File: src/rtl/physics_pkg.sv
// -----------------------------------------------------------------------------
// physics_pkg
//   Shared types for the collision pair scheduler and its neighbours.
//   obb_t        : oriented box record as stored in body RAM
//                  (position 8.24, axes u/v 2.14, half extents 8.24, static flag)
//   contact_t    : record streamed to the solver {idx_a, idx_b, normal, pen}
//   sched_state_e: pair scheduler FSM states (also visible on its debug port)
//   clamp_bodies : limits a requested body count to MAX_BODIES
// -----------------------------------------------------------------------------
package physics_pkg;

    localparam int MAX_BODIES = 16;
    localparam int IDX_W      = $clog2(MAX_BODIES);
    localparam int PEN_W      = 32;
    localparam int NORM_W     = 16;
    localparam int POS_W      = 32;

    typedef struct packed {
        logic signed [POS_W-1:0]  pos_x;
        logic signed [POS_W-1:0]  pos_y;
        logic signed [NORM_W-1:0] u_x;
        logic signed [NORM_W-1:0] u_y;
        logic signed [NORM_W-1:0] v_x;
        logic signed [NORM_W-1:0] v_y;
        logic signed [POS_W-1:0]  half_w;
        logic signed [POS_W-1:0]  half_h;
        logic                     is_static;
    } obb_t;

    typedef struct packed {
        logic [IDX_W-1:0]    idx_a;
        logic [IDX_W-1:0]    idx_b;
        logic [2*NORM_W-1:0] normal;
        logic [PEN_W-1:0]    pen;
    } contact_t;

    typedef enum logic [2:0] {
        ST_IDLE  = 3'd0,
        ST_RD_A  = 3'd1,
        ST_RD_B  = 3'd2,
        ST_EVAL  = 3'd3,
        ST_CHECK = 3'd4,
        ST_EMIT  = 3'd5,
        ST_FIN   = 3'd6
    } sched_state_e;

    // Body counts are carried at IDX_W+1 bits so that MAX_BODIES itself fits.
    function automatic logic [IDX_W:0] clamp_bodies(input logic [IDX_W:0] n);
        logic [IDX_W:0] max_n;
        max_n = (IDX_W+1)'(MAX_BODIES);
        return (n > max_n) ? max_n : n;
    endfunction

endpackage

File: src/rtl/collision_pair_scheduler.sv
// -----------------------------------------------------------------------------
// collision_pair_scheduler
//   Walks every unordered body pair (i<j) in lexicographic order, loads both
//   body records from body RAM onto the registered obb1/obb2 detector inputs,
//   samples the external combinational OBB detector and streams one contact
//   per colliding pair to the solver.
//
// Ports
//   Clk, Reset            clock (rising edge), asynchronous active-high reset
//   start, num_bodies     sweep request; body count sampled on start
//   busy, done            sweep in progress / 1-cycle end-of-sweep pulse
//   ram_addr, ram_rd      body RAM read port (data returns the next cycle)
//   ram_data              body record from RAM
//   obb1, obb2            registered detector inputs (body i, body j)
//   det_is_collision, det_normal, det_pen   detector result
//   c_valid, c_ready      contact stream handshake
//   c_idx_a, c_idx_b, c_normal, c_pen       contact payload (a<b)
//   dbg_state             current FSM state
//
// Contact handshake: c_valid rises when a contact is available and, once
// high, stays high with c_idx_a/c_idx_b/c_normal/c_pen unchanged until a
// clock edge where c_valid && c_ready; that edge is the single transfer and
// c_valid is low in the following cycle.
//
// Build option SKIP_STATIC_PAIRS_EN: when defined, a pair whose two bodies are
// both static is dropped in EVAL without sampling the detector.
//
// Pair cost: 3 cycles (RD_B, EVAL, CHECK) for a miss, one more for EMIT plus
// any solver stall for a hit, and one RD_A cycle for each new i. The index
// advance is folded into the CHECK/EMIT exit so it costs no extra cycle.
// -----------------------------------------------------------------------------
module collision_pair_scheduler
    import physics_pkg::*;
(
    input  logic                Clk,
    input  logic                Reset,
    input  logic                start,
    input  logic [IDX_W:0]      num_bodies,
    output logic                busy,
    output logic                done,
    output logic [IDX_W-1:0]    ram_addr,
    output logic                ram_rd,
    input  obb_t                ram_data,
    output obb_t                obb1,
    output obb_t                obb2,
    input  logic                det_is_collision,
    input  logic [2*NORM_W-1:0] det_normal,
    input  logic [PEN_W-1:0]    det_pen,
    output logic                c_valid,
    input  logic                c_ready,
    output logic [IDX_W-1:0]    c_idx_a,
    output logic [IDX_W-1:0]    c_idx_b,
    output logic [2*NORM_W-1:0] c_normal,
    output logic [PEN_W-1:0]    c_pen,
    output sched_state_e        dbg_state
);

    localparam logic [IDX_W:0] ONE = (IDX_W+1)'(1);
    localparam logic [IDX_W:0] TWO = (IDX_W+1)'(2);

    sched_state_e   r_state;
    sched_state_e   w_next;
    sched_state_e   w_adv_state;
    logic [IDX_W:0] r_n;
    logic [IDX_W:0] r_i;
    logic [IDX_W:0] r_j;
    logic           r_from_a;
    obb_t           r_obb1;
    obb_t           r_obb2;
    contact_t       r_contact;

    logic [IDX_W:0] w_n_start;
    logic [IDX_W:0] w_j_inc;
    logic [IDX_W:0] w_i_inc;
    logic [IDX_W:0] w_i_plus2;
    logic           w_more_j;
    logic           w_more_i;
    logic           w_advance;

    assign w_n_start = clamp_bodies(num_bodies);
    assign w_j_inc   = r_j + ONE;
    assign w_i_inc   = r_i + ONE;
    assign w_i_plus2 = r_i + TWO;
    assign w_more_j  = (w_j_inc < r_n);
    assign w_more_i  = (w_i_plus2 < r_n);

    // Where the sweep goes once the current pair is finished.
    always_comb begin
        w_adv_state = ST_FIN;
        if (w_more_j) begin
            w_adv_state = ST_RD_B;
        end else if (w_more_i) begin
            w_adv_state = ST_RD_A;
        end
    end

    always_comb begin
        w_next    = r_state;
        w_advance = 1'b0;
        case (r_state)
            ST_IDLE: begin
                if (start) begin
                    w_next = (w_n_start < TWO) ? ST_FIN : ST_RD_A;
                end
            end
            ST_RD_A: w_next = ST_RD_B;
            ST_RD_B: w_next = ST_EVAL;
            ST_EVAL: begin
                w_next = ST_CHECK;
`ifdef SKIP_STATIC_PAIRS_EN
                // obb1 is already registered; body j is still on ram_data.
                if (r_obb1.is_static && ram_data.is_static) begin
                    w_next    = w_adv_state;
                    w_advance = 1'b1;
                end
`endif
            end
            ST_CHECK: begin
                if (det_is_collision) begin
                    w_next = ST_EMIT;
                end else begin
                    w_next    = w_adv_state;
                    w_advance = 1'b1;
                end
            end
            ST_EMIT: begin
                if (c_ready) begin
                    w_next    = w_adv_state;
                    w_advance = 1'b1;
                end
            end
            ST_FIN:  w_next = ST_IDLE;
            default: w_next = ST_IDLE;
        endcase
    end

    always_ff @(posedge Clk or posedge Reset) begin
        if (Reset) begin
            r_state   <= ST_IDLE;
            r_n       <= '0;
            r_i       <= '0;
            r_j       <= '0;
            r_from_a  <= 1'b0;
            r_obb1    <= '0;
            r_obb2    <= '0;
            r_contact <= '0;
        end else begin
            r_state <= w_next;
            case (r_state)
                ST_IDLE: begin
                    if (start) begin
                        r_n      <= w_n_start;
                        r_i      <= '0;
                        r_j      <= ONE;
                        r_from_a <= 1'b0;
                    end
                end
                ST_RD_A: r_from_a <= 1'b1;
                ST_RD_B: begin
                    // Only a fresh i loads obb1; a j-only step keeps the cached body i.
                    if (r_from_a) begin
                        r_obb1 <= ram_data;
                    end
                    r_from_a <= 1'b0;
                end
                ST_EVAL: r_obb2 <= ram_data;
                ST_CHECK: begin
                    r_contact.idx_a  <= r_i[IDX_W-1:0];
                    r_contact.idx_b  <= r_j[IDX_W-1:0];
                    r_contact.normal <= det_normal;
                    r_contact.pen    <= det_pen;
                end
                default: ;
            endcase
            if (w_advance) begin
                if (w_more_j) begin
                    r_j <= w_j_inc;
                end else if (w_more_i) begin
                    r_i <= w_i_inc;
                    r_j <= w_i_plus2;
                end
            end
        end
    end

    assign busy      = (r_state != ST_IDLE);
    assign done      = (r_state == ST_FIN);
    assign ram_rd    = (r_state == ST_RD_A) || (r_state == ST_RD_B);
    assign ram_addr  = (r_state == ST_RD_A) ? r_i[IDX_W-1:0] :
                       (r_state == ST_RD_B) ? r_j[IDX_W-1:0] : '0;
    assign obb1      = r_obb1;
    assign obb2      = r_obb2;
    assign c_valid   = (r_state == ST_EMIT);
    assign c_idx_a   = r_contact.idx_a;
    assign c_idx_b   = r_contact.idx_b;
    assign c_normal  = r_contact.normal;
    assign c_pen     = r_contact.pen;
    assign dbg_state = r_state;

endmodule

File: config.mk
export PLATFORM = sky130hd
export DESIGN_NAME = collision_pair_scheduler
export DESIGN_NICKNAME = d
export VERILOG_FILES = /design/src/rtl/physics_pkg.sv /design/src/rtl/collision_pair_scheduler.sv
export SDC_FILE = /design/constraint.sdc
export NUM_CORES = 1
export LEC_CHECK = 0
export CAP_MARGIN = 5
export CORE_AREA = 2 2 286 288
export DETAILED_ROUTE_END_ITERATION = 16
export DIE_AREA = 0 0 288 290
export SLEW_MARGIN = 30
export SYNTH_ARGS = -nofsm -noshare
export SYNTH_HDL_FRONTEND = slang
export SYNTH_SLANG_ARGS = --single-unit
File: constraint.sdc
create_clock -name Clk -period 30.3 [get_ports Clk]
set_input_delay 3.03 -clock Clk [delete_from_list [all_inputs] [get_ports Clk]]
set_output_delay 3.03 -clock Clk [all_outputs]
set_load 0.005 [all_outputs]
== After elaboration in Yosys (flattened, before gate mapping) ==
Index checks and enable logic that the tools add are counted.

* Add/subtract/negate cells: 3
* $lt $le $gt $ge: 4
* Equality and inequality tests: 8
* Multiplexer cells: 25
* Reduce and logical (&&, ||, !) cells: 8

{| class="wikitable"
|+ Operator list
! cell !! count
|-
| $mux 5 || 11
|-
| $mux 3 || 6
|-
| $pmux 3 s6 || 1
|-
| $add 5x1->5 const B || 2
|-
| $lt 5x5->1 || 2
|-
| $eq 3x3->1 const B || 3
|-
| $mux 4 || 2
|-
| $reduce_and 2->1 || 4
|-
| $eq 3x2->1 const B || 2
|-
| $reduce_bool 3->1 || 2
|-
| $add 5x2->5 const B || 1
|-
| $gt 5x5->1 const B || 1
|-
| $lt 5x2->1 const B || 1
|-
| $eq 3x1->1 const B || 1
|-
| $logic_not 3->1 || 1
|-
| $mux 1 || 3
|-
| $pmux 1 s3 || 1
|-
| $ne 2x1->1 const B || 1
|-
| $ne 2x2->1 const B || 1
|-
| $pmux 1 s2 || 1
|-
| $logic_or 1x1->1 || 1
|}

* Register bits after elaboration: 477
* Input port bits: 267
* Output and inout port bits: 469
* Word-level logic and storage cells: 75

== Depth between registers and ports, before layout ==
* Word-level depth: 6
* Depth in mapped cells: 10
* Mapped depth without buffers: 9

== Worst setup path before layout ==
No wires, ideal clock.

* Path kind: input to register
* Start: in num_bodies[1]
* End: reg r_state[2] (netlist: dbg_state[2])
* Setup time: 94 ps
* Arrival time: 4110 ps
* Data required time: 30206 ps
* Path slack: 26096 ps
* Stages on the path: 5
* Buffers on the path: 0
* Path through: or4_1 > o21ai_0 > a22o_1 > nor2_1 > a211oi_1

* Word-level cells in the longest chain between the ends: 6

{| class="wikitable"
|+ RTL lines
! element !! line !! text
|-
| from (decl) || collision_pair_scheduler.sv:38 || <nowiki>input logic [IDX_W:0] num_bodies,</nowiki>
|-
| $gt 5x5->1 || physics_pkg.sv:51 || <nowiki>return (n > max_n) ? max_n : n;</nowiki>
|-
| $mux 5 * || physics_pkg.sv:51 ||
|-
| $lt 5x2->1 * || collision_pair_scheduler.sv:103 || <nowiki>w_next = (w_n_start < TWO) ? ST_FIN : ST_RD_A;</nowiki>
|-
| $mux 3 * || collision_pair_scheduler.sv:103 ||
|-
| $mux 3 * || collision_pair_scheduler.sv:102 || <nowiki>if (start) begin</nowiki>
|-
| $pmux 3 s6 * || collision_pair_scheduler.sv:100 || <nowiki>case (r_state)</nowiki>
|-
| to (signal assigned) || collision_pair_scheduler.sv:148 || <nowiki>r_state <= w_next;</nowiki>
|-
| to (decl) || collision_pair_scheduler.sv:61 || <nowiki>sched_state_e r_state;</nowiki>
|}

Mark *: on every way between the ends. The rest lies on a longest branch, timed or not. The select of a mux whose other input is x is not followed.
A chain may end at the register's enable or synchronous reset.

== Worst setup path after layout ==
* Start: reg r_state[1] (netlist: dbg_state[1])
* End: out ram_addr[3]

* Word-level cells in the longest chain between the ends: 3
* Elaborated cells between the ends (all ways): 4
* Those cells by class: 2 x eq/ne; 2 x mux

{| class="wikitable"
|+ RTL lines
! element !! line !! text
|-
| $eq 3x2->1 || collision_pair_scheduler.sv:190 || <nowiki>(r_state == ST_RD_B) ? r_j[IDX_W-1:0] : '0;</nowiki>
|-
| $mux 4 || collision_pair_scheduler.sv:190 ||
|-
| $mux 4 * || collision_pair_scheduler.sv:189 || <nowiki>assign ram_addr = (r_state == ST_RD_A) ? r_i[IDX_W-1:0] :</nowiki>
|-
| to (decl) || collision_pair_scheduler.sv:41 || <nowiki>output logic [IDX_W-1:0] ram_addr,</nowiki>
|}

Mark *: on every way between the ends. The rest lies on a longest branch, timed or not.

==> results_dict.tcl <==
set metrics [dict create \
    fin_nets 2155 \
    final_cell_mix "clkdlybuf4s50_1 (735), dfrtp_1 (477), mux2_2 (450)" \
    synth_edf_count 0 \
    die-area_um2 83500 \
    first_iter_violations 413 \
    firstDrtPassIters 4 \
    drv_cap 0 \
    ys_seq_area_share_pct 64.8 \
    fmax_ghz 0.187 \
    io_buffers 735 \
    die_x_um 288 \
    worstMarginPinSlew_ns 0.963 \
    h-tree-depth 2 \
    synthesis.nets 1410 \
    num_rows 104 \
    hp-class "register to register" \
    ys.flop_type "dfrtp_1" \
    synthXorXnorAreaFrac_pct 0.238 \
    drt-total-wl_mm 54.8 \
    ir_drop_mv 0.0532 \
    syn_avg_cell_area_um2 16.3 \
    drive_above_1_share_pct 29.3 \
    antenna_found_initial 3 \
    numCtsBuffers 54 \
    cts.sinks 477 \
    crit_buf_inv 1 \
    ant_nets 0 \
    synth_simple_gate_area_share_pct 1.82 \
    grt_pass1_wl_mm 82.8 \
    synth_area_um2 18400 \
    grt_use_total_pct 12.7 \
    end_kind "output pin" \
    crit_type "register to output pin" \
    fin_crit_ns 5.35 \
    worstPathArrival_ns 2.32 \
    cellPowerDensity_nw_per_um2 109 \
    power_w 0.00312 \
    drc_errors 0 \
    synth_area_leaders "dfrtp_1 (65%), mux2_2 (28%), buf_6 (1.3%)" \
    gp_congestion 0.804 \
    insertion_delay_ns 0.59 \
    worst_slack_ns 24.95 \
    wl_per_cell_um 18.4 \
    slowest_delay_ns 0.64 \
    clockRootBuffer "clkbuf_16" \
    critical_path_required_ns 27.27 \
    clkSlewWorstSetupHoldPaths_ns 0.06 \
    synthMuxAreaShare_pct 28.3 \
    finalHoldViolations 0 \
    cts_resized 0 \
    grt_pass1_vias 13500 \
    syn_to_final_growth_pct 55.8 \
    initial_utilization_pct 23.0 \
    slew_violations 0 \
    crit_path_top_delay_cell "dfrtp_1" \
    synthDistinctLibCells 42 \
    vias 12300 \
    status "complete, no violations" \
    cts_buffer_depth 3 \
    rsz0062_at_grt "false" \
    yosys.area.top_type "dfrtp_1" \
    maxSlewHeadroom_pct 35.8 \
    skew_ns 0.0108 \
    grt_overflow 0 \
    syn_inst 1132 \
    fin_tns_setup_ns 0 \
    via_per_inst 4.14 \
    layout_commonest_cell "clkdlybuf4s50_1" \
    fp.dieH_um 290 \
    grt_max_degree 167 \
    ys_warn_count 0 \
    cp_top_family "flip-flops" \
    leakage_nw 11.9 \
    crit_chain "and2b_4 -> a22oi_1 -> nor2_1 -> clkdlybuf4s50_1" \
    synth_top_family_by_area "multiplexers" \
    cts_tree "built" \
    cts_hold_buffers 0 \
    synth_top_area_share_pct 64.8 \
    coreArea_um2 80200 \
    synth_fa_ha_area_share_pct 0.748 \
    setup_viol 0 \
    ios 736 \
    post_cts_buffers 0 \
    synth_compound_area_share_pct 1.56 \
    critPathMaxFanout 12 \
    whs_ns 0.488 \
    period_share_pct 17.7 \
    async_flop_share_pct 100 \
    synth-seq-cells 477 \
    startpoint_type "register" \
    pre_cts_slack_ns 24.47 \
    dpl.hpwl_mm 40.2 \
]
==> tightest hold or removal path, delay by kind of cell, from the launching register on <==
family / cells / cell delay (ns)
AND/OR/NAND/NOR: 1 / 0.05
AO/OA/AOI/OAI: 1 / 0.06
flip-flops: 1 / 0.34
==> per-layer routing <==
| metal | vias to the layer above | GRT usage [%] | part of all wire (%) |
|---|---|---|---|
| li1 | 5513 | - | - |
| met1 | 6264 | 13.5 | 36 |
| met2 | 472 | 23.3 | 53 |
| met3 | 97 | 3.70 | 7.4 |
| met4 | 0 | 5.03 | 3.5 |
| met5 | - | 0 | 0 |
==> sequential cells by signal (all words and copies together), names as in the netlist <==
signal     cells
obb1         193
obb2         193
c_normal      32
c_pen         32
r_i            5
r_j            5
r_n            5
c_idx_a        4
c_idx_b        4
dbg_state      3
r_from_a       1
==> logic make-up after synthesis <==
kind of cell               Yosys count
DFF                                477
muxes                              463
buffers and inverters               69
and+or+nand+nor                     64
AOI/OAI and AO/OA                   43
adders and majority gates           11
xor gates and xnor gates             5
==> where the power goes <==
part / internal [W] / switching (W)
clock: 0.000403 / 0.000267
sequential: 0.000955 / 0.000171
combinational: 0.000882 / 0.000438
total: 0.00224 / 0.000876
==> worst paths after layout <==
kind | start | endpoint | slack [ns] | cells after the start
max in group asynchronous | Reset | c_normal[26] | 25.02 | 5
setup / recovery | dbg_state[1] | ram_addr[3] | 24.95 | 4
setup reg to reg | dbg_state[1] | obb1[90] | 26.93 | 6
min in group asynchronous | Reset | obb2[113] | 2.95 | 2
hold reg to reg | r_n[2] | r_n[2] | 0.49 | 2
hold / removal | r_n[2] | r_n[2] | 0.49 | 2
==> stage by stage <==
step	instances	cell area (µm²)	utilization, %
6_report	2984	28700	35.8
5_1_grt	2984	28700	35.8
4_1_cts	2979	28600	35.7
3_5_place_dp	2879	26800	33.4
3_3_place_gp	2879	26800	33.4
2_1_floorplan	1132	18400	-
==> area by class of cell <==
class / count / area (µm²)
Tap cell: 1060 / 1330
Inverter: 10 / 45.0
Timing Repair Buffer: 748 / 7520
Clock buffer: 75 / 1530
Clock inverter: 25 / 300
Sequential cell: 477 / 11900
Fill cell: 7757 / 51500
Antenna cell: 3 / 7.51
Multi-Input combinational cell: 586 / 6020
==> synthesized netlist by cell type, types with 2 or more instances <==
| cell type | count |
|---|---|
| buf_2 | 29 |
| nor2b_1 | 4 |
| nand3b_1 | 2 |
| buf_6 | 22 |
| nand2b_1 | 5 |
| a22oi_1 | 6 |
| a21o_1 | 2 |
| a21oi_1 | 7 |
| inv_1 | 10 |
| mux2i_1 | 4 |
| and2_4 | 2 |
| and2_1 | 3 |
| nand3_1 | 6 |
| nor2_1 | 10 |
| mux2_2 | 450 |
| a31oi_1 | 2 |
| xnor2_1 | 3 |
| clkbuf_1 | 8 |
| nand2_1 | 24 |
| ha_1 | 11 |
| dfrtp_1 | 477 |
| o21ai_0 | 16 |
| mux2_1 | 9 |
| xor2_1 | 2 |
No activity file was read; power rests on OpenSTA's default activity.
